### src/rtl/lote_estadisticas_if.sv
// Verdict/acknowledge inputs and statistics outputs of the batch
// statistics stage, grouped for connection to the inspection front end.
interface lote_estadisticas_if;
  logic [1:0] E;
  logic       ack;
  logic [7:0] ok_count;
  logic [7:0] rej_count;
  logic [3:0] consec_rej;
  logic       batch_done;
  logic       alarm;
  logic [1:0] st;

  modport master (
    output E, ack,
    input  ok_count, rej_count, consec_rej, batch_done, alarm, st
  );

  modport slave (
    input  E, ack,
    output ok_count, rej_count, consec_rej, batch_done, alarm, st
  );
endinterface

### src/rtl/lote_estadisticas.sv
// Batch statistics stage: counts accept/reject verdict edges, closes a batch
// after BATCH accepts and latches an alarm after REJ_LIMIT consecutive rejects.
module lote_estadisticas #(
  parameter int BATCH     = 10,
  parameter int REJ_LIMIT = 3
) (
  input logic clk,
  input logic reset,
  lote_estadisticas_if.slave bus
);

  typedef enum logic [1:0] {
    S_RUN   = 2'b00,
    S_DONE  = 2'b01,
    S_ALARM = 2'b10
  } state_t;

  localparam logic [8:0] BATCH_W = 9'(BATCH);
  localparam logic [4:0] LIMIT_W = 5'(REJ_LIMIT);

  state_t     state, state_next;
  logic [1:0] e_prev;
  logic [7:0] ok_count, ok_next;
  logic [7:0] rej_count, rej_next;
  logic [3:0] consec, consec_next;
  logic       acc_ev, rej_ev;

  // A verdict held over several cycles counts once; 10->11 still yields a reject.
  assign acc_ev = (bus.E == 2'b10) && (e_prev != 2'b10);
  assign rej_ev = (bus.E == 2'b11) && (e_prev != 2'b11);

  always_ff @(posedge clk) begin
    if (reset) begin
      state     <= S_RUN;
      e_prev    <= 2'b00;
      ok_count  <= 8'd0;
      rej_count <= 8'd0;
      consec    <= 4'd0;
    end else begin
      state     <= state_next;
      e_prev    <= bus.E;
      ok_count  <= ok_next;
      rej_count <= rej_next;
      consec    <= consec_next;
    end
  end

  always_comb begin
    state_next  = state;
    ok_next     = ok_count;
    rej_next    = rej_count;
    consec_next = consec;
    case (state)
      S_RUN: begin
        if (acc_ev) begin
          ok_next     = ok_count + 8'd1;
          consec_next = 4'd0;
          if ({1'b0, ok_count} + 9'd1 == BATCH_W) state_next = S_DONE;
        end else if (rej_ev) begin
          rej_next    = (rej_count == 8'hFF) ? rej_count : rej_count + 8'd1;
          consec_next = consec + 4'd1;
          if ({1'b0, consec} + 5'd1 == LIMIT_W) state_next = S_ALARM;
        end
      end
      S_DONE: begin
        if (bus.ack) begin
          state_next  = S_RUN;
          ok_next     = 8'd0;
          rej_next    = 8'd0;
          consec_next = 4'd0;
        end
      end
      S_ALARM: begin
        // Totals stay visible after the alarm; only the reject run restarts.
        if (bus.ack) begin
          state_next  = S_RUN;
          consec_next = 4'd0;
        end
      end
      default: state_next = S_RUN;
    endcase
  end

  assign bus.ok_count   = ok_count;
  assign bus.rej_count  = rej_count;
  assign bus.consec_rej = consec;
  assign bus.batch_done = (state == S_DONE);
  assign bus.alarm      = (state == S_ALARM);
  assign bus.st         = state;

endmodule
### src/flat_wrapper.sv
// flat-port wrapper written by rule: the top's interface ports become plain ports
module lote_estadisticas_flat 
#(
  parameter int BATCH     = 10,
  parameter int REJ_LIMIT = 3
)
  (clk, reset, bus_E, bus_ack, bus_ok_count, bus_rej_count, bus_consec_rej, bus_batch_done, bus_alarm, bus_st);
  lote_estadisticas_if bus_i ();
  input logic clk;
  input logic reset;
  input wire logic [$bits(bus_i.E)-1:0] bus_E;
  input wire logic [$bits(bus_i.ack)-1:0] bus_ack;
  output wire logic [$bits(bus_i.ok_count)-1:0] bus_ok_count;
  output wire logic [$bits(bus_i.rej_count)-1:0] bus_rej_count;
  output wire logic [$bits(bus_i.consec_rej)-1:0] bus_consec_rej;
  output wire logic [$bits(bus_i.batch_done)-1:0] bus_batch_done;
  output wire logic [$bits(bus_i.alarm)-1:0] bus_alarm;
  output wire logic [$bits(bus_i.st)-1:0] bus_st;
  assign bus_i.E = bus_E;
  assign bus_i.ack = bus_ack;
  assign bus_ok_count = bus_i.ok_count;
  assign bus_rej_count = bus_i.rej_count;
  assign bus_consec_rej = bus_i.consec_rej;
  assign bus_batch_done = bus_i.batch_done;
  assign bus_alarm = bus_i.alarm;
  assign bus_st = bus_i.st;
  lote_estadisticas #(.BATCH(BATCH), .REJ_LIMIT(REJ_LIMIT)) u_core (.clk(clk), .reset(reset), .bus(bus_i));
endmodule
### config.mk
export PLATFORM = sky130hd
export DESIGN_NAME = lote_estadisticas_flat
export DESIGN_NICKNAME = d
export VERILOG_FILES = /design/src/rtl/lote_estadisticas_if.sv /design/src/rtl/lote_estadisticas.sv /design/src/flat_wrapper.sv
export SDC_FILE = /design/constraint.sdc
export NUM_CORES = 1
export LEC_CHECK = 0
export ABC_AREA = 1
export BUFFER_PORTS_ARGS = -buffer_cell sky130_fd_sc_hd__buf_4
export CORE_MARGIN = 4
export CORE_UTILIZATION = 40
export DETAILED_ROUTE_END_ITERATION = 10
export PLACE_DENSITY = 0.6
export SYNTH_ARGS = -nofsm -noshare
export SYNTH_HDL_FRONTEND = slang
export SYNTH_SLANG_ARGS = --single-unit
### constraint.sdc
create_clock -name clk -period 1.8 [get_ports clk]
set_input_delay 0.45 -clock clk [delete_from_list [all_inputs] [get_ports clk]]
set_output_delay 0.45 -clock clk [all_outputs]
set_load 0.01 [all_outputs]
Word level (Yosys, flattened, before mapping)
Index checks and enable logic that the tools add are counted.
W data, S select, Z words.
- register bits after elaboration: 24
- output and inout bits: 24
- $add $sub $neg: 5
- equal/unequal tests: 18
- muxes and demuxes: 17
- reductions and logical operators: 10
- operator list (operator ; count):
    $mux W8 ; 5
    $pmux W8 S2 ; 2
    $add A8 B1 Y8 const B ; 2
    $mux W4 ; 3
    $mux W2 ; 5
    $ne A2 B2 Y1 const B ; 5
    $add A8 B1 Y9 const B ; 1
    $eq A9 B4 Y1 const B ; 1
    $eq A8 B8 Y1 const B ; 1
    $pmux W4 S2 ; 1
    $eq A2 B2 Y1 const B ; 3
    $ne A2 B1 Y1 const B ; 3
    $ne A3 B1 Y1 const B ; 2
    $reduce_and A3 Y1 ; 2
    $add A4 B1 Y5 const B ; 1
    $eq A5 B2 Y1 const B ; 1
    $reduce_and A5 Y1 ; 1
    $add A4 B1 Y4 const B ; 1
    $pmux W2 S2 ; 1
    $reduce_and A4 Y1 ; 1
    $reduce_bool A2 Y1 ; 2
    $ne A3 B3 Y1 const B ; 1
    $eq A2 B1 Y1 const B ; 1
    $logic_and A1 B1 Y1 ; 2
    other kinds (2) ; 2

Longest topological paths before layout
- word-level depth: 6
- mapped depth: 12

Worst setup path after synthesis
Ideal clock, no wire load.
- kind: flip-flop to flip-flop
- start: register u_core.state[1] (netlist: u_core.bus.st[1])
- end: register u_core.rej_count[3] (netlist: u_core.bus.rej_count[3])
- setup time: 66 ps
- arrival time: 1616 ps
- data required time: 1734 ps
- path slack: 118 ps
- cell stages (with the launch flop): 10
- period minus slack after synthesis: 1682 ps
- cell sequence: dfxtp_1 > inv_1 > ha_1 > buf_2 > o21ai_2 > nand2_1 > o21bai_4 > inv_4 > nand3b_1 > a21oi_2
- longest elaborated chain between the ends: 3
- elaborated cells between the ends (all ways): 9
- ends and longest elaborated chain (element ; line ; source):
    start, declared ; lote_estadisticas.sv:21 ; state_t state, state_next;
    start signal, assigned ; lote_estadisticas.sv:40 ; state <= state_next;
    $eq A2 B1 Y1 * ; -- ;
    via bus_batch_done ; flat_wrapper.sv:16 ; output wire logic [$bits(bus_i.batch_done)-1:0] bus_batch_done;
    $ne A2 B2 Y1 (no line) / $reduce_bool A2 Y1 (equally long branches) ; -- ;
    $reduce_and A5 Y1 (no line) ; -- ;
    end signal, assigned ; lote_estadisticas.sv:43 ; rej_count <= rej_next;
    end, declared ; lote_estadisticas.sv:24 ; logic [7:0] rej_count, rej_next;
The timed path passes the listed nets; every way through them passes the cells marked *.
A chain may end at the register's enable or synchronous reset.

Worst setup path in the final report
- start: register u_core.state[0] (netlist: u_core.bus.st[0])
- end: register u_core.rej_count[3] (netlist: u_core.bus.rej_count[3])
- longest elaborated chain between the ends: 3
- elaborated cells between the ends (all ways): 9
- ends and longest elaborated chain (element ; line ; source):
    $eq A2 B1 Y1 / $logic_not A2 Y1 (equally long branches) ; lote_estadisticas.sv:53 ; case (state)
    $ne A2 B2 Y1 (no line), or another cell as far along ; -- ;
    $reduce_and A5 Y1 (no line) ; -- ;
Parallel ways exist; a longest one is shown, timed or not.

==> impl_metrics.ini <==
[global_route]
antenna_found_initial = 0
grt-ovfl-total = 0
grt_first_pass_wirelength_mm = 5.49
grt_pass1_vias = 1243
grt_max_degree = 16
grtUsageTotal_pct = 15.2

[clocking]
cts.repair.resized = 0
cts.path.max_buffers = 2
cts_max_level = 1
clock_latency_ns = 0.26
hold_buffers = 0
cts_tree = done
cts_buffers = 3
postCtsSetupRepairBufs = 0
clkTransAtPathRegs_ns = 0.08
clockRootBuffer = clkbuf_8
cts.sinks = 24

[worst_setup_path]
critPathTopFamily = compound AO/OA/AOI/OAI gates
path_buf_inv = 3
crit_chain = inv_1 -> ha_1 -> inv_1 -> o21ai_2 -> nand2_1 -> o21bai_4 -> inv_4 -> nand3b_1 -> a21oi_2
r2r-end = u_core.bus.rej_count[3]$_SDFFE_PP0P_
start_kind = register
cp_common_cell = inv_1
crit_path_max_fanout = 9
max_stage_delay_ns = 0.35
rrSetupSlack_ns = 0.12
r2r_start = u_core.bus.st[0]$_SDFFE_PP0P_
critical_path_required_ns = 2.01
cp-startpoint = u_core.bus.st[0]$_SDFFE_PP0P_
cp-endpoint = u_core.bus.rej_count[3]$_SDFFE_PP0P_
crit_path_top_delay_cell = dfxtp_2
critical_path_arrival_ns = 1.88
crit_type = reg -> reg
reg2reg_depth = 9
end_kind = register
cp_num_cells = 9

[sta]
setup_viol = 0
slew_violations = 0
period_minus_slack_ns = 1.68
fin_crit_sh_pct = 93.1
clock.fmax_mhz = 597
fin_worst_skew_ns = 0.00129
tightest_slew_ns = 0.273
slew_headroom_pct = 81.7
rsz0062_at_grt = true
hold_violations = 0

[placed_design]
numPlacedInstances = 295
numPortBuffers = 28
place.gp.congestion = 0.789
place_hpwl_mm = 2.53

[drt]
drc = 0
ant_nets = 0
drtIter0Drc = 109
vias = 1411
routed_via_density = 4.73
drt-pass1-iter-count = 4
wirelength_mm = 3.24
wire_per_inst_um = 10.9

[layout]
final_cells = 298
n_antenna_cell = 0
nets = 268
drive_above_1_share_pct = 21.8
syn2layout_area_growth_pct = 23.0

[floorplan]
placementRows = 21
coreArea_mm2 = 0.00344
dieWidth_um = 68.6
die-area_mm2 = 0.00471
start_util_pct = 42.7
dieHeight_um = 68.6
io_pins = 29

[logic_synthesis]
syn_nets = 233
yosys_warnings = 0
synthArstFlopShare_pct = 0
synth_edf_count = 0
syn_inst = 219
yosysSeqAreaShare_pct = 32.7
ys.flop_type = dfxtp_1
synth_cell_types = 27
syn_area_mm2 = 0.00147
syn_avg_cell_area_um2 = 6.71
ys_seq_elements = 24

[worst_hold_path]
min_from = bus_E[0]
hp-class = in -> reg

[job]
cap_violations = 0

[pwr]
swShare_pct = 32.4
peakVddDrop_uv = 531
power.leakage_uw = 0.000836
clkPwrFrac_pct = 25.2
p_seq_share_pct = 47.3
powerDensity_mw_per_mm2 = 710
report.power.total_uw = 1280
pwr-share-comb_pct = 27.5
p_int_uw = 868
p_switching_uw = 416

[status]
status = finished clean
power by group through the flow:
stage	clock network (µW)	registers (µW)	logic, µW
after global placement	0	620	350
after global routing	354	615	403
final	324	608	353
after floorplan	0	633	207
after CTS	337	608	353
after detailed placement	0	621	351
metal layers:
metal  track usage, %  vias up  wire [µm]
met5                0        -          0
met4             3.72        0         24
met3             3.40        2        147
met2             24.3       24       1460
met1             20.7      620       1620
li1                 -      765          -
cells in the final DEF (no fill, tap or decap):
cell,n
nor2_2,3
xor2_1,5
ha_1,9
o21bai_1,1
buf_4,33
or2_2,2
o21ai_0,6
inv_1,29
a21oi_1,21
nand3_1,14
or2_0,1
a211oi_1,1
inv_4,1
dfxtp_2,1
nor2_1,19
nand3b_1,1
clkbuf_8,3
nand2_1,57
nor3_1,4
inv_2,2
nand2_4,1
a21oi_2,2
o21ai_2,2
nor2_4,1
dfxtp_1,23
o21ai_1,2
o21bai_4,1
nand2_2,3
nand4_1,4
sequential cells by signal (all words and copies together), names as in the netlist:
signal,cells
u_core.bus.ok_count,8
u_core.bus.rej_count,8
u_core.bus.consec_rej,4
u_core.bus.st,2
u_core.e_prev,2
worst min path at each step:
stage | depth (start not counted) | to
2_1_floorplan | 2 | u_core.bus.ok_count[7]$_SDFFE_PP0P_
3_3_place_gp | 2 | u_core.bus.ok_count[7]$_SDFFE_PP0P_
3_5_place_dp | 2 | u_core.bus.ok_count[7]$_SDFFE_PP0P_
4_1_cts | 3 | u_core.e_prev[0]$_SDFF_PP0_
5_1_grt | 3 | u_core.e_prev[0]$_SDFF_PP0_
6_report | 3 | u_core.e_prev[0]$_SDFF_PP0_
cell families (layout without fill, tap and decap cells):
group                    count (synthesis)  in the layout  synth area share (%)
AO/OA/AOI/OAI                           36             36                  14.3
XOR/XNOR                                 5              5                  2.98
AND/OR/NAND/NOR                        110            110                  33.1
flip-flops                              24             24                  32.7
adder cells (fa/ha/maj)                  9              9                  7.66
buffers and inverters                   35             68                  9.28
per-stage QoR:
step / TNS (ns) / hold WS (ns) / area, µm² / utilization [%] / worst slack (ns)
after floorplan: 0 / 0.508 / 1470 / - / 0.118
after global placement: 0 / 0.496 / 1760 / 51.2 / 0.101
after detailed placement: 0 / 0.497 / 1760 / 51.2 / 0.0747
after CTS: 0 / 0.407 / 1800 / 52.4 / 0.0574
after global routing: -0.125 / 0.418 / 1810 / 52.5 / -0.0362
final: 0 / 0.409 / 1810 / 52.5 / 0.124
cell usage after synthesis (3+ instances only):
library cell | count | area, µm²
xor2_1 | 5 | 43.8
nor2_2 | 3 | 18.8
a21oi_1 | 22 | 110
nand2_2 | 3 | 18.8
nor2_1 | 19 | 71.3
ha_1 | 9 | 113
o21ai_0 | 8 | 40.0
nand2_1 | 57 | 214
dfxtp_1 | 24 | 480
nand3_1 | 14 | 70.1
nand4_1 | 4 | 25.0
inv_1 | 29 | 109
nor3_1 | 4 | 20.0
area by class of cell:
| type | count | area (µm²) |
|---|---|---|
| Timing Repair Buffer | 33 | 248 |
| Clock buffer | 3 | 41.3 |
| Tap cell | 46 | 57.6 |
| Multi-Input combinational cell | 160 | 857 |
| Fill cell | 359 | 1630 |
| Inverter | 32 | 123 |
| Sequential cell | 24 | 482 |
worst register-to-register path, cell delays in order, from the launching register on:
cell      delay (ns)
dfxtp_2         0.35
inv_1           0.10
ha_1            0.24
inv_1           0.11
o21ai_2         0.14
nand2_1         0.08
o21bai_4        0.22
inv_4           0.13
nand3b_1        0.10
a21oi_2         0.13
Note: power is estimated with default switching activity, not from simulation.
